`config.mk`:
```
export PLATFORM = sky130hd
export DESIGN_NAME = instr_fetch
export DESIGN_NICKNAME = d
export VERILOG_FILES = /design/src/rtl/instr_fetch.sv
export SDC_FILE = /design/constraint.sdc
export NUM_CORES = 1
export LEC_CHECK = 0
export ABC_AREA = 1
export BUFFER_PORTS_ARGS = -buffer_cell sky130_fd_sc_hd__buf_2
export CAP_MARGIN = 40
export CELL_PAD_IN_SITES_DETAIL_PLACEMENT = 1
export CELL_PAD_IN_SITES_GLOBAL_PLACEMENT = 1
export CORE_ASPECT_RATIO = 0.6
export CORE_MARGIN = 10
export CORE_UTILIZATION = 37
export CTS_CLUSTER_DIAMETER = 150
export DETAILED_ROUTE_END_ITERATION = 10
export GPL_ROUTABILITY_DRIVEN = 0
export MAX_ROUTING_LAYER = met4
export PLACE_DENSITY = 0.81
export SLEW_MARGIN = 20
export SYNTH_ARGS = -nofsm -noshare
export SYNTH_HDL_FRONTEND = slang
export SYNTH_SLANG_ARGS = --single-unit
export TNS_END_PERCENT = 100
```
`constraint.sdc`:
```
create_clock -name clk -period 3.3 [get_ports clk]
set_input_delay 0.66 -clock clk [delete_from_list [all_inputs] [get_ports clk]]
set_output_delay 0.66 -clock clk [all_outputs]
set_load 0.02 [all_outputs]
```
`src/rtl/instr_fetch.sv`:
```
// instr_fetch: drives a synchronous instruction ROM, buffers returned words in a
// 2-entry queue and hands them to decode over valid/ready; handles redirects and HALT.
module instr_fetch #(
  parameter int ADDR_WIDTH = 9,
  parameter int DATA_WIDTH = 32,
  parameter logic [ADDR_WIDTH-1:0] RESET_PC = 1,
  parameter logic [5:0] HALT_OPCODE = 6'b010001
) (
  input  logic                  clk,
  input  logic                  reset,
  output logic [ADDR_WIDTH-1:0] rom_addr,
  input  logic [DATA_WIDTH-1:0] rom_q,
  output logic [DATA_WIDTH-1:0] instr,
  output logic [ADDR_WIDTH-1:0] instr_pc,
  output logic                  instr_valid,
  input  logic                  instr_ready,
  input  logic                  redirect,
  input  logic [ADDR_WIDTH-1:0] redirect_addr,
  output logic                  halted
);
  logic [ADDR_WIDTH-1:0] r_pc, r_inflight_pc;
  logic                  r_inflight, r_halted;
  logic [1:0]            r_count;
  logic [DATA_WIDTH-1:0] r_word [2];
  logic [ADDR_WIDTH-1:0] r_wpc [2];
  logic                  w_pop, w_push, w_halt_ret, w_issue;
  logic [2:0]            w_occ;
  logic [1:0]            w_base;
  assign w_pop      = (r_count != 2'd0) && instr_ready;
  assign w_push     = r_inflight && !redirect;
  assign w_halt_ret = w_push && (rom_q[DATA_WIDTH-1 -: 6] == HALT_OPCODE);
  // Occupancy after this cycle's pop, counting the word still in flight.
  assign w_occ      = {1'b0, r_count} + {2'b0, r_inflight} - {2'b0, w_pop};
  assign w_issue    = !r_halted && !redirect && !w_halt_ret && (w_occ < 3'd2);
  assign w_base     = r_count - {1'b0, w_pop};
  assign rom_addr    = r_pc;
  assign instr       = r_word[0];
  assign instr_pc    = r_wpc[0];
  assign instr_valid = r_count != 2'd0;
  assign halted      = r_halted;
  always_ff @(posedge clk or posedge reset) begin
    if (reset) begin
      r_pc          <= RESET_PC;
      r_inflight    <= 1'b0;
      r_inflight_pc <= '0;
      r_halted      <= 1'b0;
      r_count       <= 2'd0;
      r_word[0]     <= '0;
      r_word[1]     <= '0;
      r_wpc[0]      <= '0;
      r_wpc[1]      <= '0;
    end else if (redirect) begin
      r_pc       <= redirect_addr;
      r_inflight <= 1'b0;
      r_halted   <= 1'b0;
      r_count    <= 2'd0;
    end else begin
      r_inflight <= w_issue;
      if (w_issue) begin
        r_inflight_pc <= r_pc;
        r_pc          <= r_pc + ADDR_WIDTH'(1);
      end
      // Shift only when a second entry exists so the head holds once the queue drains.
      if (w_pop && r_count == 2'd2) begin
        r_word[0] <= r_word[1];
        r_wpc[0]  <= r_wpc[1];
      end
      if (w_push) begin
        r_word[w_base[0]] <= rom_q;
        r_wpc[w_base[0]]  <= r_inflight_pc;
      end
      r_count <= w_base + {1'b0, w_push};
      if (w_halt_ret) r_halted <= 1'b1;
    end
  end
endmodule

```
==> impl_results.md <==
- Outcome: complete, no violations
- Worst Skew: a little over 9 ps
- Setup CP Type: reg -> reg
- DIE AREA: approximately 20,000 um2
- Worst reg2reg path endpoint: rom_addr[4]
- CP Max Fanout: 26
- First-pass GRT wire length: 25.6 mm
- # setup viols final: 0
- Worst VDD drop: around 0.33 mV
- Critical path arrival: around 3000 ps
- # resized after CTS: 0
- Post-CTS setup buffers: 0
- Final TNS setup: 0 ps
- Initial DRC Count: 230
- Pin count of the biggest net entering global routing: 48
- Sequential share of the synthesized area: 0.499
- Vias per cell: approximately 4.8
- Worst min path class: in -> async
- Congestion Overflow GR: 0
- Seq cells post-synth: 104
- CTS buffer count: 9
- Post-route ant nets: 0
- Vias in the first global route: between 4,000 and 5,000
- Clk pin slew, worst setup/hold paths: approximately 70 ps
- Unrepaired setup endpoints after global routing: no
- Transition time of the tightest slew-check pin: between 500 and 600 ps
- Clk_lat worst skew: roughly 350 ps
- Req. time, crit path: around 3500 ps
- WL/cell: approximately 17 um
- Drt total wl: ~15 mm
- Post-route DRC: 0
- Worst setup EP type: register
- Area Growth Syn to Fin: 12.4%
- Mapped Cells: 659
- Leak pwr: around 0.0029 uW
- Ys Warns: 0
- Worst Setup SP: r_count[1]
- Yosys cell types: 28
- Fin crit share: 0.817
- PortBufs: 96
- Mapped Area: 5220 um2
- Post-Syn Area per Cell: just under 8 um2
- Clk sinks: roughly 100
- Dpl hpwl: between 10 and 15 mm
- Share of layout cells above drive strength 1: 0.239
- Most common cell after layout, fill and taps aside: nand2_1
- Most frequent cells in the layout: nand2_1, dfrtp_1, buf_2
- Pins Over Slew Limit: 0
- Crit path time final: between 2000 and 3000 ps
- Setup crit end: rom_addr[4]
- Clk buf depth: 2
- Fin nets: ~750
- Initial core utilization: 0.380
- Die H: between 100 and 150 um
- CTS tree: yes
- Pre-Repair DR Iteration Count: 4
- Htree depth: 3
- Fin util: 0.427
- PD cells: 1040 nW/um2
- R2R cell count: 13
- FP Rows: 33
- Total global routing track utilization: 0.166
- CP Launch Type: register
- Max-cap violations: 0
- Die width: approximately 170 um
- Vias: ~4,300
- Core area: approximately 14,000 um2
- Root Buffer: clkbuf_16
- Reg2reg setup slack: ~600 ps
- Initial antenna violation count: 1
- I/O pins: slightly below 100
- Normalized max-slew margin: 0.603
- Hold bufs inserted after CTS: 0
- Worst r2r src: r_count[1]
- Mapped Nets: about 710
- Final Hold Vio Count: 0
- Maximum achievable frequency: about 0.37 GHz
how the worst min path moves through the flow:
stage / startpoint / to / depth (start not counted) / slack, ps
2_1_floorplan: register / register / 2 / 440
3_3_place_gp: register / register / 2 / 450
3_5_place_dp: register / register / 2 / 450
4_1_cts: reset / rom_addr[6] / 2 / 350
5_1_grt: reset / rom_addr[5] / 2 / 360
6_report: reset / rom_addr[5] / 2 / 340
critical path: stages, from the launching register on:
cell and delay [ps]:
dfrtp_1 490, o21a_1 240, ha_1 280, inv_1 150, nand2_1 90, fa_1 420
inv_1 80, nand2_1 70, nand2_1 80, nor2_1 50, nand2_2 360, nand2_1 130
nand2_1 100, nand2_1 50
logic make-up (layout without fill, tap and decap cells):
group / after synthesis / after routing / synth area share
other: 0 / 1 / 0
AOI/OAI and AO/OA: 144 / 144 / 0.141
buffers and inverters: 143 / 190 / 0.145
and+or+nand+nor: 260 / 260 / 0.197
xor gates and xnor gates: 3 / 3 / 0.00503
adders and majority gates: 5 / 5 / 0.0134
DFF: 104 / 104 / 0.499
per-layer routing:
metal | track usage | wire length [um]
met5 | - | 0
met4 | 0.0315 | 101
met3 | 0.0455 | 799
met2 | 0.260 | 7010
met1 | 0.213 | 7570
cell usage after synthesis:
| cell type | count | share of area |
|---|---|---|
| o21ai_0 | 53 | 0.051 |
| clkbuf_1 | 17 | 0.012 |
| o21ai_1 | 47 | 0.045 |
| dfstp_2 | 1 | 0.0050 |
| buf_2 | 8 | 0.0077 |
| buf_6 | 7 | 0.015 |
| nor2_1 | 16 | 0.012 |
| nand3_1 | 22 | 0.021 |
| a21oi_1 | 42 | 0.040 |
| nor2_4 | 1 | 0.0022 |
| buf_1 | 2 | 0.0014 |
| o21a_1 | 1 | 0.0014 |
| nand2_2 | 1 | 0.0012 |
| inv_2 | 42 | 0.030 |
| nand2_4 | 1 | 0.0022 |
| nand2_1 | 217 | 0.16 |
| inv_1 | 24 | 0.017 |
| inv_4 | 1 | 0.0012 |
| nor2_2 | 1 | 0.0012 |
| xor2_1 | 2 | 0.0034 |
| nand3_2 | 1 | 0.0019 |
| o21ai_4 | 1 | 0.0031 |
| buf_4 | 41 | 0.059 |
| ha_1 | 4 | 0.0096 |
| dfrtp_1 | 103 | 0.49 |
| fa_1 | 1 | 0.0038 |
| xnor2_1 | 1 | 0.0017 |
| clkbuf_2 | 1 | 0.00096 |
metrics by stage:
| step | total power [uW] | hold slack (ps) | worst slack (ps) | cells | cell area, um2 |
|---|---|---|---|---|---|
| 6_report | 6120 | 342 | 604 | 899 | 5870 |
| 3_5_place_dp | 5090 | 454 | 433 | 882 | 5580 |
| 5_1_grt | 6650 | 361 | 423 | 899 | 5870 |
| 2_1_floorplan | 4520 | 437 | 897 | 659 | 5230 |
| 3_3_place_gp | 4850 | 448 | 576 | 880 | 5520 |
| 4_1_cts | 6200 | 349 | 592 | 898 | 5870 |
area by class of cell:
type / instances / area, um2
diodes: 1 / 2.50
clock buffers: 15 / 258
clock inverters: 1 / 30.0
fillers: 1726 / 7880
inverters: 67 / 258
multi-input cells: 412 / 1860
flip-flops and latches: 104 / 2600
well taps: 192 / 240
repair buffers: 107 / 616
where the power goes:
| part | switching, uW | internal [uW] |
|---|---|---|
| Combinational | 1810 | 868 |
| Clock | 461 | 612 |
| Sequential | 454 | 1920 |
No activity file was read; power rests on OpenSTA's default activity.
